[src/rtl/traffic_sensor_array.sv]
// Per-road sliding-window vehicle-count averager with a running-sum update
// and a registered "busiest road" indicator (lowest index wins ties).
module traffic_sensor_array #(
  parameter int SIZE     = 2,
  parameter int WIDTH    = 8,
  parameter int CHANNELS = 4,
  parameter int SEL_W    = 2,
  parameter int INIT_VAL = 20
) (
  input  logic                      clk,
  input  logic                      reset,
  input  logic                      sample_en,
  input  logic [SEL_W-1:0]          next_road,
  input  logic [WIDTH-1:0]          data_in,
  output logic [CHANNELS*WIDTH-1:0] avg_flat,
  output logic                      avg_valid,
  output logic [SEL_W-1:0]          upd_road,
  output logic [SEL_W-1:0]          busiest
);

  localparam int DEPTH = 2 ** SIZE;
  localparam int SUM_W = WIDTH + SIZE;
  localparam int ACC_W = SUM_W + 1;
  localparam logic [WIDTH-1:0] INIT_SAMPLE = WIDTH'(INIT_VAL);
  localparam logic [SUM_W-1:0] INIT_SUM    = SUM_W'(INIT_VAL * DEPTH);
  localparam logic [SEL_W:0]   CH_LIMIT    = (SEL_W + 1)'(CHANNELS);

  if (2 ** SEL_W < CHANNELS) begin : g_sel_too_narrow
    $error("SEL_W too narrow to address every channel");
  end

  logic [WIDTH-1:0] win_q [CHANNELS][DEPTH];
  logic [WIDTH-1:0] win_d [CHANNELS][DEPTH];
  logic [SIZE-1:0]  ptr_q [CHANNELS];
  logic [SIZE-1:0]  ptr_d [CHANNELS];
  logic [SUM_W-1:0] sum_q [CHANNELS];
  logic [SUM_W-1:0] sum_d [CHANNELS];
  logic [WIDTH-1:0] avg_q [CHANNELS];
  logic [WIDTH-1:0] avg_d [CHANNELS];
  logic             valid_q, valid_d;
  logic [SEL_W-1:0] upd_road_q, upd_road_d;
  logic [SEL_W-1:0] busiest_q, busiest_d;
  logic             accept;

  assign accept = sample_en && ({1'b0, next_road} < CH_LIMIT);

  // The oldest slot is the one the pointer is about to overwrite, so it is
  // subtracted out of the sum in the same step as the new sample is added.
  always_comb begin
    win_d      = win_q;
    ptr_d      = ptr_q;
    sum_d      = sum_q;
    avg_d      = avg_q;
    valid_d    = 1'b0;
    upd_road_d = upd_road_q;
    for (int c = 0; c < CHANNELS; c++) begin
      if (accept && next_road == SEL_W'(c)) begin
        win_d[c][ptr_q[c]] = data_in;
        ptr_d[c]           = ptr_q[c] + SIZE'(1);
        sum_d[c]           = SUM_W'(ACC_W'(sum_q[c]) - ACC_W'(win_q[c][ptr_q[c]])
                                    + ACC_W'(data_in));
        avg_d[c]           = WIDTH'(sum_d[c] >> SIZE);
        valid_d            = 1'b1;
        upd_road_d         = next_road;
      end
    end
  end

  // Strict greater-than while scanning upward keeps the lowest index on ties.
  always_comb begin
    logic [WIDTH-1:0] best_val;
    best_val  = avg_q[0];
    busiest_d = '0;
    for (int c = 1; c < CHANNELS; c++) begin
      if (avg_q[c] > best_val) begin
        best_val  = avg_q[c];
        busiest_d = SEL_W'(c);
      end
    end
  end

  always_ff @(posedge clk) begin
    if (reset) begin
      for (int c = 0; c < CHANNELS; c++) begin
        for (int s = 0; s < DEPTH; s++) begin
          win_q[c][s] <= INIT_SAMPLE;
        end
        ptr_q[c] <= '0;
        sum_q[c] <= INIT_SUM;
        avg_q[c] <= INIT_SAMPLE;
      end
      valid_q    <= 1'b0;
      upd_road_q <= '0;
      busiest_q  <= '0;
    end else begin
      win_q      <= win_d;
      ptr_q      <= ptr_d;
      sum_q      <= sum_d;
      avg_q      <= avg_d;
      valid_q    <= valid_d;
      upd_road_q <= upd_road_d;
      busiest_q  <= busiest_d;
    end
  end

  always_comb begin
    avg_flat = '0;
    for (int c = 0; c < CHANNELS; c++) begin
      avg_flat[c*WIDTH +: WIDTH] = avg_q[c];
    end
  end

  assign avg_valid = valid_q;
  assign upd_road  = upd_road_q;
  assign busiest   = busiest_q;

endmodule
[config.mk]
export PLATFORM = sky130hd
export DESIGN_NAME = traffic_sensor_array
export DESIGN_NICKNAME = d
export VERILOG_FILES = /design/src/rtl/traffic_sensor_array.sv
export SDC_FILE = /design/constraint.sdc
export NUM_CORES = 1
export LEC_CHECK = 0
export CORE_MARGIN = 2
export CORE_UTILIZATION = 42
export CTS_BUF_LIST = sky130_fd_sc_hd__clkbuf_8
export DETAILED_ROUTE_END_ITERATION = 6
export SLEW_MARGIN = 10
export SYNTH_ARGS = -nofsm -noshare
export SYNTH_HDL_FRONTEND = slang
export SYNTH_SLANG_ARGS = --single-unit
[constraint.sdc]
create_clock -name clk -period 5.1 [get_ports clk]
set_clock_uncertainty 0.2 [all_clocks]
set_input_delay 0.765 -clock clk [delete_from_list [all_inputs] [get_ports clk]]
set_output_delay 0.765 -clock clk [all_outputs]
set_load 0.02 [all_outputs]
# After elaboration in Yosys (flattened, before gate mapping)

Index checks and enable logic that the tools add are counted.

Register bits after elaboration: 213
Input port bits: 13
RAM bits: 0
Memory bits (read-only): 0
Latch bits: 0
Memories: 0
Output and inout port bits: 37
Word-level logic and storage cells: 108

$add $sub $neg: 12
Shift-type cells: 0
$mul: 0
Magnitude comparators: 11
Equal/unequal tests: 3
Divide/modulo/power cells: 0
Mux-type cells: 37
Reductions and logical operators: 10
Bitwise logic cells: 4

Operator list:

| kind                                                                  | number |
|---|---|
| 32-bit bitwise mux                                                    | 4 |
| 8-bit 2-to-1 mux                                                      | 14 |
| 8-bit binary-select mux with 2-bit select                             | 4 |
| 8-bit demux with 2-bit select                                         | 4 |
| 10-bit by 8-bit adder with 10-bit output                              | 4 |
| 10-bit by 8-bit subtractor with 10-bit output                         | 4 |
| 8-bit > comparator                                                    | 3 |
| 3-bit greater-or-equal comparator, second input constant              | 4 |
| 3-bit by 1-bit < comparator with 1-bit output, second input constant  | 4 |
| 2-bit 2-to-1 mux                                                      | 6 |
| 2-bit NOT with 3-bit output                                           | 4 |
| 2-bit by 1-bit adder with 2-bit output, second input constant         | 4 |
| 1-bit logical AND                                                     | 8 |
| 1-bit 2-to-1 mux                                                      | 5 |
| 2-bit equality test, second input constant                            | 2 |
| 4-bit nonzero test                                                    | 1 |
| 2-bit by 1-bit equality test with 1-bit output, second input constant | 1 |
| 2-bit logical NOT                                                     | 1 |

# Logic depth before layout (Yosys ltp)

Gate-level depths: netlist (run 1).

Word-level depth: 6
Depth in mapped cells: 21
Mapped depth without buffers: 19

# Least setup slack after synthesis (run 1)

OpenSTA, ideal clock, no wires.

Path kind: flip-flop to flip-flop
From: reg sum_q[38] (netlist name)
To: reg busiest_q[1], in the netlist busiest[1]
Stages on the path, launching flop included: 20
Buffers on the path: 1
Data required time: 4.772 ns
Period minus slack after synthesis: 4.449 ns
Arrival: 4.121 ns
Setup slack: 0.651 ns
Cells stage by stage: dfxtp_1 -> inv_1 -> ha_1 -> nand4_2 -> nor3_4 -> nor2_4 -> o2bb2ai_2 -> or2_1 -> ha_1 -> nand4_1 -> o21a_1 -> or2_1 -> buf_2 -> o31ai_1 -> ha_1 -> and3_1 -> a221oi_1 -> o21ai_0 -> a211oi_1 -> nor2_1

RTL lines:

| element                | line | source |
|---|---|---|
| end signal: assignment | 102  | `busiest_q <= busiest_d;` |
| end: declaration       | 42   | `logic [SEL_W-1:0] busiest_q, busiest_d;` |

==> reports/metrics.csv, run 1 <==
metric,value,unit
setup_viol,0,
grt_max_degree,87,
power.share.clock,25.0,%
synth_ff_type,dfxtp_1,
hold_class,reg -> reg,
seqPwrFrac,37.5,%
cts-buffers-inserted,17,
nFillCells,2575,
synth_most_common_cell,nand2_1,
die_w,168,µm
cts_resized,0,
cts_root_buf,clkbuf_8,
worst_slew_pin_slew,1040,ps
yosys_warnings,0,
rsz0062_at_grt,no,
p_sw_share,38.9,%
seq_area_frac_synth,32.2,%
critical_path_class,reg -> reg,
fin_crit_sh,93.1,%
synthesis.area,0.0112,mm²
vias_per_cell,5.55,
track_usage,21.3,%
antenna_found_initial,0,
power_switching,1.57,mW
cts_buffer_depth,2,
syn-num-nets,1448,
relSlewSlack,30.3,%
critPathMaxFanout,10,
irDropWorstVdd,0.186,mV
dieArea,0.0281,mm²
gp_congestion,0.850,
portBuffers,49,
fin_crit,4750,ps
timing.rr.end,busiest[1]$_SDFF_PP0_,
initial_core_util,43.0,%
die_y,168,µm
final_layout_size_suffix_gt1_share,8.58,%
drt_iter0_drc,795,
reg2reg_depth,17,
min_to,win_q[40]$_SDFFE_PP0P_,
leakage,4.84,nW
finalMaxSlewViolations,0,
rows,59,
cts-htree-levels,4,
clock_latency,490,ps
critPathLaunchType,flop,
outcome,finished clean,
max_freq,211,MHz
nets,1429,
wirelength,29200,µm
gr-total-overflow,0,
drc,0,
first_pass_iters,4,
regToRegSetupSlack,350,ps
critPathCaptureType,flop,
synth.distinct_cells,69,
cellInternalPower,2.47,mW
grt_pass1_vias,8723,
hold_buffers,0,
power.total,4.05,mW
async_reset_ff_share,0,%
clock_sinks,181,
ant_nets,0,
pwr-share-comb,37.5,%
synth_area_leaders,"dfxtp_1, nand2_1, ha_1",
cts_tree,done,
setup_ws,354,ps
post-place-ws,96.2,ps
wl_per_cell,17.7,µm
synthCells,1323,
grt_pass1_wl,47100,µm
io_pins,50,
synthTopCellsByCount,"nand2_1, dfxtp_1, a21oi_1",
clk_pin_slew_worst_paths,100,ps
setup_tns,0,ps
post_cts_buffers,0,
synth.avg_cell_area,8.50,µm²
hold_violations,0,
synth_enable_flop_cells,0,
startpoint,sum_q[35]$_SDFFE_PP0P_,
core_area,0.0261,mm²
dp_hpwl,21200,µm
hold_depth,2,
vias,9175,
critPathArrivalTime,4890,ps
synth-seq-cells,181,
cap_violations,0,
required,5240,ps
areaGrowthSynthToFinish,8.43,%
whs,256,ps
diodes,0,
hold_start,win_q[40]$_SDFFE_PP0P_,
r2r_start,sum_q[35]$_SDFFE_PP0P_,
p_per_area,332,mW/mm²
netlist.area_leader.share,32.2,%
synth_area_leader_cell,dfxtp_1,
==> kinds of logic (layout without fill, tap and decap cells) <==
family | count (synthesis) | count (layout) | synth area share, %
compound gates | 306 | 306 | 18.5
xor+xnor | 10 | 10 | 0.779
fa+ha+maj | 112 | 112 | 14.6
buf+inv | 236 | 230 | 9.27
flops | 181 | 181 | 32.2
mux | 38 | 38 | 6.97
simple gates | 440 | 440 | 17.7
==> per-stage QoR <==
| stage | area [µm²] | std cells | utilization (%) |
|---|---|---|---|
| finish | 12200 | 1652 | 46.6 |
| global route | 12200 | 1652 | 46.6 |
| CTS | 12200 | 1652 | 46.6 |
| detailed placement | 11800 | 1620 | 45.0 |
| global placement | 11800 | 1620 | 45.0 |
| floorplan | 11200 | 1323 | - |
==> how the worst max path moves through the flow <==
stage / end / slack (ps) / cells after the start
global route: busiest[1]$_SDFF_PP0_ / 10 / 17
finish: busiest[1]$_SDFF_PP0_ / 350 / 17
floorplan: busiest[1]$_SDFF_PP0_ / 650 / 19
global placement: busiest[1]$_SDFF_PP0_ / 230 / 18
detailed placement: busiest[1]$_SDFF_PP0_ / 100 / 18
CTS: busiest[1]$_SDFF_PP0_ / 80 / 18
==> final cells by class <==
class / count / area (µm²) / share of cell area [%]
clock buffers: 17 / 234 / 1.92
clock inverters: 15 / 181 / 1.49
inverters: 126 / 473 / 3.88
multi-input cells: 906 / 6590 / 54.1
flip-flops and latches: 181 / 3630 / 29.8
well taps: 335 / 419 / 3.44
repair buffers: 72 / 661 / 5.42
==> layer usage <==
| layer | track usage, % | routed length [µm] | vias up |
|---|---|---|---|
| li1 | - | - | 4523 |
| met4 | 6.58 | 569 | 0 |
| met5 | 0 | 0 | - |
| met3 | 3.05 | 1090 | 38 |
| met2 | 33.2 | 13000 | 210 |
| met1 | 30.5 | 14500 | 4404 |
==> worst max-delay path, stage by stage, from the launching register on <==
cell and delay, ps:
dfxtp_1 390, inv_1 100, ha_1 340, a21oi_1 320, nand2_2 200, a32o_1 300
or2_1 230, ha_1 270, nand4_1 120, o21a_2 280, or2_4 330, o31ai_1 300
ha_1 280, and3_1 160, a221oi_1 310, o21ai_0 170, a211oi_1 250, nor2_1 50
==> sequential cells by signal, indices dropped and copies added, names as in the netlist <==
register / flops
avg_valid: 1
upd_road: 2
sum_q: 40
busiest: 2
win_q: 128
ptr_q: 8
==> layout by cell type (no fill, tap or decap), types with 17 or more instances in the layout <==
cell             synthesis  layout
dfxtp_1                181     179
o211ai_1                41      41
clkdlybuf4s50_1          0      48
nor2_1                  32      32
a21oi_1                127     127
buf_4                   34      24
fa_1                    32      32
clkbuf_8                 0      17
nand4_1                 17      17
inv_1                  124     124
nand2_1                288     287
ha_1                    80      80
mux4_2                  32      32
==> power groups by stage <==
stage,clock [mW],combinational (mW),sequential (mW)
floorplan,0,1.15,1.54
global placement,0,1.47,1.55
detailed placement,0,1.48,1.55
CTS,1.03,1.49,1.52
global route,1.10,1.70,1.53
finish,1.01,1.52,1.52
No activity file was read; power rests on OpenSTA's default activity.
==> inputs of run 2 (changes only) <==
--- a/config.mk
+++ b/config.mk
@@ -9,7 +9,9 @@
 export CORE_UTILIZATION = 42
 export CTS_BUF_LIST = sky130_fd_sc_hd__clkbuf_8
 export DETAILED_ROUTE_END_ITERATION = 6
+export SETUP_SLACK_MARGIN = 0.05
 export SLEW_MARGIN = 10
 export SYNTH_ARGS = -nofsm -noshare
 export SYNTH_HDL_FRONTEND = slang
 export SYNTH_SLANG_ARGS = --single-unit
+export TNS_END_PERCENT = 20
==> reports/metrics.csv, run 2 (synthesized netlist as in run 1, its figures left out) <==
metric,value,unit
rsz0062_at_grt,no,
hold_class,reg -> reg,
cts_root_buf,clkbuf_8,
largest_register_ff_count,128,
grt_max_degree,87,
path_delay_family,compound AO/OA/AOI/OAI gates,
cts-htree-levels,4,
hold_violations,0,
dieArea,0.0281,mm²
ant_nets,0,
reg2reg_depth,18,
critPathCaptureType,flop,
cts-buffers-inserted,17,
grt_pass1_vias,8723,
cap_violations,0,
crit_top_cell,ha_1,
seq_area,0.00363,mm²
critPathArrivalTime,4860,ps
clk_pin_slew_worst_paths,100,ps
worst_slew_pin_slew,1040,ps
outcome,finished clean,
power.share.clock,25.0,%
areaGrowthSynthToFinish,8.54,%
p_sw_share,38.9,%
hold_depth,2,
critical_path.max_stage_delay,390,ps
critPathMaxFanout,10,
largestRegisters,"win_q (128), sum_q (40), ptr_q (8)",
multi_input_area,0.00661,mm²
hold_buffers,0,
cts_buffer_depth,2,
fin_crit,4720,ps
cellInternalPower,2.48,mW
seqPwrFrac,37.5,%
nets,1429,
portBuffers,49,
p_per_area,332,mW/mm²
initial_core_util,43.0,%
critPathLaunchType,flop,
irDropWorstVdd,0.186,mV
first_pass_iters,5,
crit_slowest_cell,dfxtp_1,
dp_hpwl,21200,µm
clock_latency,490,ps
cp.depth,18,
nFillCells,2575,
die_w,168,µm
fin_crit_sh,92.5,%
required,5240,ps
regMostFlops,win_q,
relSlewSlack,30.4,%
pwr-share-comb,37.5,%
leakage,4.84,nW
stdcell_count,1652,
core_area,0.0261,mm²
layout_commonest_cell,nand2_1,
wl_per_cell,17.7,µm
vias,9203,
diodes,0,
gp_congestion,0.850,
power_switching,1.57,mW
track_usage,21.3,%
rows,59,
vias_per_cell,5.57,
cts_tree,done,
grt_pass1_wl,47100,µm
layout_common_cells,"nand2_1, dfxtp_1, a21oi_1, inv_1, ha_1",
place_inst,1620,
drt_iter0_drc,778,
clock_sinks,181,
die_y,168,µm
io_pins,50,
final_layout_size_suffix_gt1_share,8.81,%
critical_path_class,reg -> reg,
setup_viol,0,
crit_chain,"inv_1, ha_1, nand2_1, o21bai_2, nand2_2, a32o_1, or2_1, ha_1, nand4_1, o21a_2, or2_4, o31ai_1, ha_1, and3_1, a221oi_1, o21ai_0, a211oi_1, nor2_1",
wirelength,29200,µm
antenna_found_initial,0,
max_freq,212,MHz
setup_tns,0,ps
path_buf_inv,1,
drc,0,
whs,256,ps
finalMaxSlewViolations,0,
gr-total-overflow,0,
## run 2: layer usage
metal	wire length [µm]	vias up	GRT usage, %
met5	0	-	0
met4	577	0	6.58
met3	1220	39	3.05
met2	13000	231	33.2
met1	14400	4411	30.5
li1	-	4522	-
## run 2: timing repair
item                                    4_1_cts  5_1_grt
endpoints found under the setup margin        0        2
buffers inserted                              0        0
resized for setup                             0       11
## run 2: worst paths after layout
path	endpoint	from	slack, ps
max	busiest[1]$_SDFF_PP0_	sum_q[35]$_SDFFE_PP0P_	380
min	win_q[40]$_SDFFE_PP0P_	win_q[40]$_SDFFE_PP0P_	260
max reg2reg	busiest[1]$_SDFF_PP0_	sum_q[35]$_SDFFE_PP0P_	380
min reg2reg	win_q[40]$_SDFFE_PP0P_	win_q[40]$_SDFFE_PP0P_	260
## run 2: power groups by stage
| stage | clock network, mW | logic [mW] | registers, mW |
|---|---|---|---|
| 4_1_cts | 1.03 | 1.49 | 1.52 |
| 3_5_place_dp | 0 | 1.48 | 1.55 |
| 3_3_place_gp | 0 | 1.47 | 1.55 |
| 5_1_grt | 1.10 | 1.71 | 1.53 |
| 2_1_floorplan | 0 | 1.15 | 1.54 |
| 6_report | 1.01 | 1.52 | 1.52 |
## run 2: worst min-delay path: cells and delay by family, from the launching register on
| kind | cells | cell delay, ps |
|---|---|---|
| and+or+nand+nor | 1 | 50 |
| DFF | 1 | 320 |
| AOI/OAI and AO/OA | 1 | 50 |
## run 2: stage by stage
| stage | util, % | area [µm²] | setup WS (ps) | power (mW) |
|---|---|---|---|---|
| 2_1_floorplan | - | 11200 | 651 | 2.68 |
| 3_3_place_gp | 45.0 | 11800 | 232 | 3.02 |
| 4_1_cts | 46.6 | 12200 | 81.6 | 4.04 |
| 6_report | 46.7 | 12200 | 385 | 4.05 |
| 5_1_grt | 46.7 | 12200 | 60.1 | 4.33 |
| 3_5_place_dp | 45.0 | 11800 | 96.2 | 3.03 |
## run 2: area by class of cell
type	instances	share of cell area, %
clock buffers	17	1.92
clock inverters	15	1.49
inverters	126	3.88
multi-input cells	906	54.1
flip-flops and latches	181	29.7
well taps	335	3.44
repair buffers	72	5.41
